$ cat config.mk
export PLATFORM = sky130hd
export DESIGN_NAME = synch_fifo_ext
export DESIGN_NICKNAME = d
export VERILOG_FILES = /design/src/rtl/synch_fifo_ext.sv
export SDC_FILE = /design/constraint.sdc
export NUM_CORES = 1
export LEC_CHECK = 0
export ABC_AREA = 0
export ABC_CLOCK_PERIOD_IN_PS = 6800
export CORE_MARGIN = 8
export CORE_UTILIZATION = 60
export CTS_BUF_LIST = sky130_fd_sc_hd__clkbuf_4 sky130_fd_sc_hd__clkbuf_8 sky130_fd_sc_hd__clkbuf_16
export CTS_CLUSTER_SIZE = 12
export DETAILED_ROUTE_END_ITERATION = 16
export PLACE_DENSITY = 0.89
export SYNTH_ARGS = -nofsm -noshare
export SYNTH_HDL_FRONTEND = slang
export SYNTH_SLANG_ARGS = --single-unit
$ cat constraint.sdc
create_clock -name clk -period 6.8 [get_ports clk]
set_clock_uncertainty 0.2 [all_clocks]
set_input_delay 1.36 -clock clk [delete_from_list [all_inputs] [get_ports clk]]
set_output_delay 1.36 -clock clk [all_outputs]
set_load 0.02 [all_outputs]
$ cat src/rtl/synch_fifo_ext.sv
// synch_fifo_ext: single-clock FIFO with any depth, threshold flags,
// occupancy counts and sticky overflow/underflow flags.
// Ports: clk, rst_n (sync, active-low), write_en/write_data,
//   read_en/read_data, err_clr, full/empty, almost_full/almost_empty,
//   room_avail/data_avail (FIFO_PTR+1 bits), overflow/underflow.
// Define SYNCH_FIFO_FWFT_EN for first-word-fall-through read_data;
// otherwise read_data is registered with one cycle of latency.
module synch_fifo_ext #(
  parameter int FIFO_WIDTH = 16,
  parameter int FIFO_DEPTH = 8,
  parameter int FIFO_PTR   = 3,
  parameter int AF_THRESH  = 6,
  parameter int AE_THRESH  = 2
) (
  input  logic                  clk,
  input  logic                  rst_n,
  input  logic                  write_en,
  input  logic [FIFO_WIDTH-1:0] write_data,
  input  logic                  read_en,
  input  logic                  err_clr,
  output logic [FIFO_WIDTH-1:0] read_data,
  output logic                  full,
  output logic                  empty,
  output logic                  almost_full,
  output logic                  almost_empty,
  output logic [FIFO_PTR:0]     room_avail,
  output logic [FIFO_PTR:0]     data_avail,
  output logic                  overflow,
  output logic                  underflow
);

  localparam int CW = FIFO_PTR + 1;

  localparam logic [FIFO_PTR-1:0] LAST =
    FIFO_PTR'(FIFO_DEPTH - 1);
  localparam logic [CW-1:0] DEPTH = CW'(FIFO_DEPTH);
  localparam logic [CW-1:0] AF    = CW'(AF_THRESH);
  localparam logic [CW-1:0] AE    = CW'(AE_THRESH);

  logic [FIFO_WIDTH-1:0] mem [FIFO_DEPTH];
  logic [FIFO_PTR-1:0]   wr_ptr;
  logic [FIFO_PTR-1:0]   rd_ptr;
  logic [CW-1:0]         count;
  logic                  wr_ok;
  logic                  rd_ok;
  logic                  ovf;
  logic                  unf;

  // Every status output comes straight from the occupancy register.
  assign full         = (count == DEPTH);
  assign empty        = (count == '0);
  assign almost_full  = (count >= AF);
  assign almost_empty = (count <= AE);
  assign room_avail   = DEPTH - count;
  assign data_avail   = count;
  assign overflow     = ovf;
  assign underflow    = unf;

  // A full FIFO refuses writes even when a read pops in the same cycle.
  assign wr_ok = write_en && !full;
  assign rd_ok = read_en && !empty;

  // Explicit wrap so non-power-of-two depths work.
  function automatic logic [FIFO_PTR-1:0] bump(
    input logic [FIFO_PTR-1:0] p
  );
    return (p == LAST) ? '0 : p + 1'b1;
  endfunction

  always_ff @(posedge clk) begin
    if (!rst_n) begin
      wr_ptr <= '0;
      rd_ptr <= '0;
      count  <= '0;
      ovf    <= 1'b0;
      unf    <= 1'b0;
    end else begin
      if (wr_ok) wr_ptr <= bump(wr_ptr);
      if (rd_ok) rd_ptr <= bump(rd_ptr);
      unique case ({wr_ok, rd_ok})
        2'b10:   count <= count + 1'b1;
        2'b01:   count <= count - 1'b1;
        default: count <= count;
      endcase
      // A new error event beats a same-cycle clear.
      if (write_en && full) ovf <= 1'b1;
      else if (err_clr)     ovf <= 1'b0;
      if (read_en && empty) unf <= 1'b1;
      else if (err_clr)     unf <= 1'b0;
    end
  end

  // Storage is never cleared; writes during reset are dropped.
  always_ff @(posedge clk) begin
    if (rst_n && wr_ok) mem[wr_ptr] <= write_data;
  end

`ifdef SYNCH_FIFO_FWFT_EN
  assign read_data = empty ? '0 : mem[rd_ptr];
`else
  logic [FIFO_WIDTH-1:0] rdata_reg;

  always_ff @(posedge clk) begin
    if (!rst_n)     rdata_reg <= '0;
    else if (rd_ok) rdata_reg <= mem[rd_ptr];
  end

  assign read_data = rdata_reg;
`endif

endmodule

==> results of run 1 <==
==> power breakdown <==
| group | internal, W | leakage (nW) | switching, W |
|---|---|---|---|
| clock network | 0.000546 | 0.295 | 0.000392 |
| registers | 0.00110 | 1.39 | 0.0000509 |
| logic | 0.000326 | 0.786 | 0.000357 |
| total | 0.00197 | 2.47 | 0.000800 |
==> sequential cells by signal (all words and copies together), names as in the netlist <==
name and flops:
data_avail 4, mem 128, overflow 1, rd_ptr 3
read_data 16, underflow 1, wr_ptr 3
==> how the worst max path moves through the flow <==
| stage | depth (start not counted) | end | slack [ps] |
|---|---|---|---|
| floorplan | 3 | mem[0][0]$_DFFE_PP_ | 3190 |
| global placement | 5 | mem[6][1]$_DFFE_PP_ | 2800 |
| detailed placement | 5 | mem[4][5]$_DFFE_PP_ | 2740 |
| CTS | 5 | full | 2970 |
| global route | 5 | full | 2830 |
| finish | 5 | full | 2990 |
==> Yosys cell counts (all sizes together) <==
cell      n
mux2i    32
nand3     2
or3       4
edfxtp  128
nor2b     3
nor3      3
clkbuf    4
a21oi    11
o21ai     4
nor3b     1
a31oi     2
buf      14
or4       1
nor2     14
a22oi    15
xnor2     1
nand2b   21
dfxtp    28
a32o     15
mux4     16
ha        9
xor2      4
nand3b    2
inv       5
nand2    13
mux2      2
nand4     2
a211oi    1
==> per-layer routing <==
metal	GRT usage (%)	vias to the layer above	share of wire, %
li1	-	1546	-
met1	24.08	1755	39
met2	34.01	133	53
met3	4.977	20	6.7
met4	8.618	0	1.9
met5	0	-	0
==> worst max-delay path, cell delays in order (launching register included) <==
cell and delay [ps]:
dfxtp_1 510, inv_1 130, ha_1 260, nand3b_1 190
inv_1 90, clkdlybuf4s50_1 550
==> final cells by class <==
cell class | count | area share (%)
clock buffers | 19 | 5.904
clock inverters | 13 | 2.087
inverters | 5 | 0.2545
multi-input cells | 178 | 21.60
flip-flops and latches | 156 | 59.74
well taps | 136 | 2.307
repair buffers | 63 | 8.110
==> kinds of logic after synthesis <==
group / after synthesis / synth area share [%]
buf+inv: 23 / 2.386
flops: 156 / 71.81
xor+xnor: 5 / 0.7140
mux: 50 / 11.53
compound gates: 48 / 5.834
simple gates: 66 / 5.895
fa+ha+maj: 9 / 1.836
==> through the flow <==
step	hold slack (ps)	cell area (sq um)	utilization, %
after floorplan	270.6	6133	-
after global placement	254.8	6785	66.93
after detailed placement	257.3	6785	66.93
after CTS	274.7	7375	72.74
after global routing	292.9	7375	72.74
final	267.7	7375	72.74
==> reports/results.tsv, run 1 <==
stage	metric	value	unit
floorplanning	coreArea	0.01014	sq mm
critical_path	worst_ep_required_time	5240	ps
timing	hold_violations	0	
timing	max_clock_freq	0.2624	GHz
synth	syn_nets	387	
placement	dp_hpwl	7.448	mm
synth	synth_top_area_share	62.67	%
critical_path	ff2ff_path_depth	7	
synth	synth_area_leaders	edfxtp_1 63%, dfxtp_1 9.1%, mux4_2 5.5%, mux2i_1 5.2%, a32o_1 2.4%	
route	wl_per_cell	22.26	microns
grt	grt_pass1_wl	19.61	mm
cts	h-tree-depth	4	
grt	grt_max_degree	52	
critical_path	reg2reg_slack	3680	ps
synth	ys_seq_elements	156	
pwr	peakVddDrop	0.0002280	V
cts	cts_setup_buffers	0	
floorplanning	die_w	117.1	microns
layout	syn2layout_area_growth	20.24	%
cts	clkLatencyLatePin	530	ps
timing	finalWorstSetupSlack	2989	ps
floorplanning	row_count	37	
grt	grt_overflow	0	
grt	grt_usage	20.09	%
layout	n_fill_cell	576	
layout	seq_area	0.004405	sq mm
synth	synth_cell_types	36	
timing	slew_headroom	37.15	%
route	drc_errors	0	
floorplanning	dieArea	0.01371	sq mm
layout	antenna_cells	0	
floorplanning	ios	51	
floorplanning	die_y	117.1	microns
timing	setup_violations	0	
cts	cts.path.max_buffers	2	
timing	period_share	56.04	%
layout	final_cell_mix	128 x edfxtp_1, 50 x clkdlybuf4s50_1, 32 x mux2i_1, 27 x dfxtp_1, 20 x nand2b_1	
hold_path	worstHoldStart	read_data[14]$_SDFFE_PN0P_	
layout	final_common_cell	edfxtp_1	
status	status	completed	
route	drt_iter0_markers	323	
pwr	p_per_area	375.5	mW/mm^2
synth	ys_seq_area_share	71.81	%
route	dr.pass1.iters	5	
placement	port_buffers	50	
hold_path	hold_depth	1	
cts	tritoncts	done	
timing	worstMarginPinSlew	940.8	ps
timing	rsz0062_at_grt	false	
critical_path	crit_arrival	2250	ps
pwr	finalPower	0.002769	W
synth	avgSynthCellArea	17.18	sq um
layout	multi_input_area	0.001593	sq mm
synth	yosys_warnings	0	
grt	antenna_found_initial	0	
cts	clock_sinks	156	
cts	clk_pin_slew_worst_paths	60	ps
floorplanning	start_util	60.50	%
layout	nNetsFinal	451	
placement	gp_congestion	0.7708	
critical_path	worstSetupStartpointType	register	
layout	instances_no_fill	570	
pwr	p_leak	2.466	nW
placement	dpl_worst_slack	2737	ps
critical_path	timing.rr.end	mem[4][12]$_DFFE_PP_	
grt	grt_pass1_vias	3449	
route	drt-vias-per-instance	6.060	
synth	synth_area_leader_cell	edfxtp_1	
critical_path	critPathMaxFanout	9	
hold_path	holdCritPathClass	reg -> reg	
cts	post_cts_resize_count	0	
route	final_antenna_net_count	0	
route	routed_wl	12.69	mm
critical_path	crit_type	reg -> out	
critical_path	worstSetupStartpoint	data_avail[0]$_SDFFE_PN0P_	
timing	slew_viol_final	0	
placement	numPlacedInstances	538	
timing	period_minus_slack	3811	ps
synth	synth_area	0.006133	sq mm
critical_path	worst_setup_path_end_kind	output port	
cts	cts_root_buf	clkbuf_8	
layout	drive_gt1_share	16.13	%
route	vias	3454	
hold_path	hold_path_end	read_data[14]$_SDFFE_PN0P_	
timing	fin_setup_tns	0	ps
critical_path	r2r-start	data_avail[0]$_SDFFE_PN0P_	
run	drv_cap	0	
synth	syn_inst	357	
cts	numCtsBuffers	17	
cts	cts.hold.buffers_added	0	
Power figures use the tool's default switching activity.
==> run 2, diff against run 1 <==
--- a/config.mk
+++ b/config.mk
@@ -6,13 +6,13 @@
 export NUM_CORES = 1
 export LEC_CHECK = 0
 export ABC_AREA = 0
-export ABC_CLOCK_PERIOD_IN_PS = 6800
+export ABC_CLOCK_PERIOD_IN_PS = 3650
 export CORE_MARGIN = 8
-export CORE_UTILIZATION = 60
+export CORE_UTILIZATION = 57
 export CTS_BUF_LIST = sky130_fd_sc_hd__clkbuf_4 sky130_fd_sc_hd__clkbuf_8 sky130_fd_sc_hd__clkbuf_16
 export CTS_CLUSTER_SIZE = 12
 export DETAILED_ROUTE_END_ITERATION = 16
-export PLACE_DENSITY = 0.89
+export PLACE_DENSITY = 0.86
 export SYNTH_ARGS = -nofsm -noshare
 export SYNTH_HDL_FRONTEND = slang
 export SYNTH_SLANG_ARGS = --single-unit
==> constraint.sdc (replaced) <==
create_clock -name clk -period 3.65 [get_ports clk]
set_clock_uncertainty 0.2 [all_clocks]
set_input_delay 0.73 -clock clk [delete_from_list [all_inputs] [get_ports clk]]
set_output_delay 0.73 -clock clk [all_outputs]
set_load 0.02 [all_outputs]
==> run 2 against run 1 <==
Effect of this change: first-iteration DRC count shrank 15%; hold slack improved by 1.9 ps; register-to-register slack got worse by 3100 ps; sequential power is 90% higher; global-route usage fell by 2.2 points; routed wire length is 2.7% lower; via count decreased by 1.2%; critical path depth stayed put.
==> reports/results.tsv, run 2 (same netlist as run 1, synthesis figures left out) <==
stage	metric	value	unit
pwr	swShare	29.54	%
run	drv_cap	0	
layout	largest_reg_flops	128	
placement	place_area	0.006833	sq mm
route	met1Wirelength	4.773	mm
route	wl_met3	873	microns
floorplanning	dieArea	0.01434	sq mm
critical_path	cp_slowest_stage_delay	540	ps
critical_path	cp_slowest_cell	clkdlybuf4s50_1	
cts	clock_sinks	156	
cts	h-tree-depth	4	
timing	hold_violations	0	
route	routed_wl	12.34	mm
critical_path	worstPathCellList	inv_1 > ha_1 > nand3b_1 > inv_1 > clkdlybuf4s50_1	
critical_path	setup.worst_path.end	full	
timing	fin_setup_tns	0	ps
layout	final_cell_mix	128 x edfxtp_1, 50 x clkdlybuf4s50_1, 32 x mux2i_1, 27 x dfxtp_1, 20 x nand2b_1	
pwr	power.internal	0.003599	W
timing	holdWs	269.6	ps
critical_path	crit_type	reg -> out	
floorplanning	die_w	119.7	microns
timing	period_minus_slack	3185	ps
cts	tritoncts	done	
placement	dp_hpwl	7.652	mm
timing	setup_violations	0	
critical_path	crit_arrival	2260	ps
layout	multi_input_area	0.001593	sq mm
layout	instances_no_fill	578	
grt	antenna_found_initial	0	
layout	seq_area	0.004405	sq mm
pwr	peakVddDrop	0.0004541	V
route	dr.pass1.iters	4	
layout	antenna_cells	0	
critical_path	reg2reg_slack	580	ps
grt	grt_pass1_wl	19.27	mm
timing	rsz0062_at_grt	false	
cts	clk_pin_slew_worst_paths	70	ps
pwr	p_leak	2.471	nW
cts	numCtsBuffers	17	
route	top_layer	met4	
route	wl_met2	6.509	mm
grt	grt_overflow	0	
critical_path	timing.rr.end	data_avail[2]$_SDFFE_PN0P_	
route	final_antenna_net_count	0	
timing	period_share	87.27	%
grt	grt_pass1_vias	3522	
status	status	completed	
critical_path	worst_setup_path_end_kind	output port	
timing	max_clock_freq	0.3139	GHz
layout	final_common_cell	edfxtp_1	
cts	cts_setup_buffers	0	
pwr	pwr-share-seq	42.7	%
layout	fin_area	0.007401	sq mm
critical_path	worst_ep_required_time	2720	ps
route	vias	3413	
grt	grt_max_degree	25	
pwr	comb_power_share	24.6	%
critical_path	path_common_cell	inv_1	
grt	grt_usage	17.91	%
layout	syn2layout_area_growth	20.67	%
floorplanning	die_y	119.7	microns
cts	cts.path.max_buffers	2	
cts	clkLatencyLatePin	530	ps
cts	cts.hold.buffers_added	0	
timing	worstMarginPinSlew	758.0	ps
placement	gp_congestion	0.7389	
layout	nNetsFinal	455	
critical_path	worstSetupStartpoint	data_avail[0]$_SDFFE_PN0P_	
route	drc_errors	0	
timing	slew_headroom	49.28	%
layout	largest_register	mem	
critical_path	worstSetupStartpointType	register	
route	drt_iter0_markers	274	
critical_path	ff2ff_path_depth	12	
route	drt-vias-per-instance	5.905	
hold_path	holdCritPathClass	reg -> reg	
floorplanning	coreArea	0.01065	sq mm
layout	n_fill_cell	668	
pwr	p_per_area	690.1	mW/mm^2
pwr	p_clk_share	32.7	%
timing	slew_viol_final	0	
critical_path	critPathMaxFanout	9	
floorplanning	row_count	38	
route	wl_per_cell	21.35	microns
layout	drive_gt1_share	16.89	%
floorplanning	ios	51	
pwr	power.switching	0.001509	W
placement	port_buffers	50	
cts	cts_root_buf	clkbuf_8	
cts	post_cts_resize_count	0	
floorplanning	start_util	57.59	%
critical_path	r2r-start	data_avail[0]$_SDFFE_PN0P_	
placement	numPlacedInstances	546	
-- run 2: changes by cell type in the layout (fill, tap and decap cells not counted) --
cell	previous run	this run
buf_4	13	16
buf_12	0	1
clkbuf_4	1	0
inv_6	4	5
clkbuf_8	2	1
clkinv_2	2	1
inv_8	2	3
bufinv_16	2	1
clkinvlp_4	0	2
-- run 2: per-layer routing --
metal  up-vias  GRT usage [%]
met1      1725          20.96
met4         0          7.104
met2       125          30.70
li1       1546              -
met5         -              0
met3        17          5.026
-- run 2: power by group through the flow --
stage,clock network [W],logic [W],registers [W]
detailed placement,0,0.00126,0.00221
global placement,0,0.00122,0.00220
CTS,0.00169,0.00127,0.00218
floorplan,0,0.000793,0.00224
global route,0.00177,0.00134,0.00219
finish,0.00167,0.00126,0.00218
-- run 2: final cells by class --
type / instances / share of cell area, %
clock inverters: 15 / 2.079
well taps: 140 / 2.367
flip-flops and latches: 156 / 59.53
repair buffers: 67 / 8.656
inverters: 5 / 0.2536
multi-input cells: 178 / 21.52
clock buffers: 17 / 5.596
-- run 2: metrics by stage --
| stage | util [%] | setup WS (ps) | power (W) |
|---|---|---|---|
| floorplan | - | 302.9 | 0.003030 |
| global placement | 64.16 | 637.1 | 0.003425 |
| detailed placement | 64.16 | 555.6 | 0.003468 |
| CTS | 69.49 | 450.1 | 0.005139 |
| global route | 69.49 | 335.6 | 0.005304 |
| finish | 69.49 | 464.6 | 0.005107 |
-- run 2: how the worst min path moves through the flow --
stage,startpoint,end,depth (start not counted)
2_1_floorplan,wr_ptr[0]$_SDFFE_PN0P_,wr_ptr[0]$_SDFFE_PN0P_,2
5_1_grt,read_data[7]$_SDFFE_PN0P_,read_data[7]$_SDFFE_PN0P_,1
3_5_place_dp,read_data[7]$_SDFFE_PN0P_,read_data[7]$_SDFFE_PN0P_,1
4_1_cts,read_data[7]$_SDFFE_PN0P_,read_data[7]$_SDFFE_PN0P_,1
3_3_place_gp,read_data[4]$_SDFFE_PN0P_,read_data[4]$_SDFFE_PN0P_,1
6_report,read_data[7]$_SDFFE_PN0P_,read_data[7]$_SDFFE_PN0P_,1
-- run 2: critical path: cells and delay by family (launching register included) --
family | cells | cell delay, ps
adder cells (fa/ha/maj) | 1 | 260
buffers and inverters | 3 | 750
AND/OR/NAND/NOR | 1 | 200
flip-flops | 1 | 510
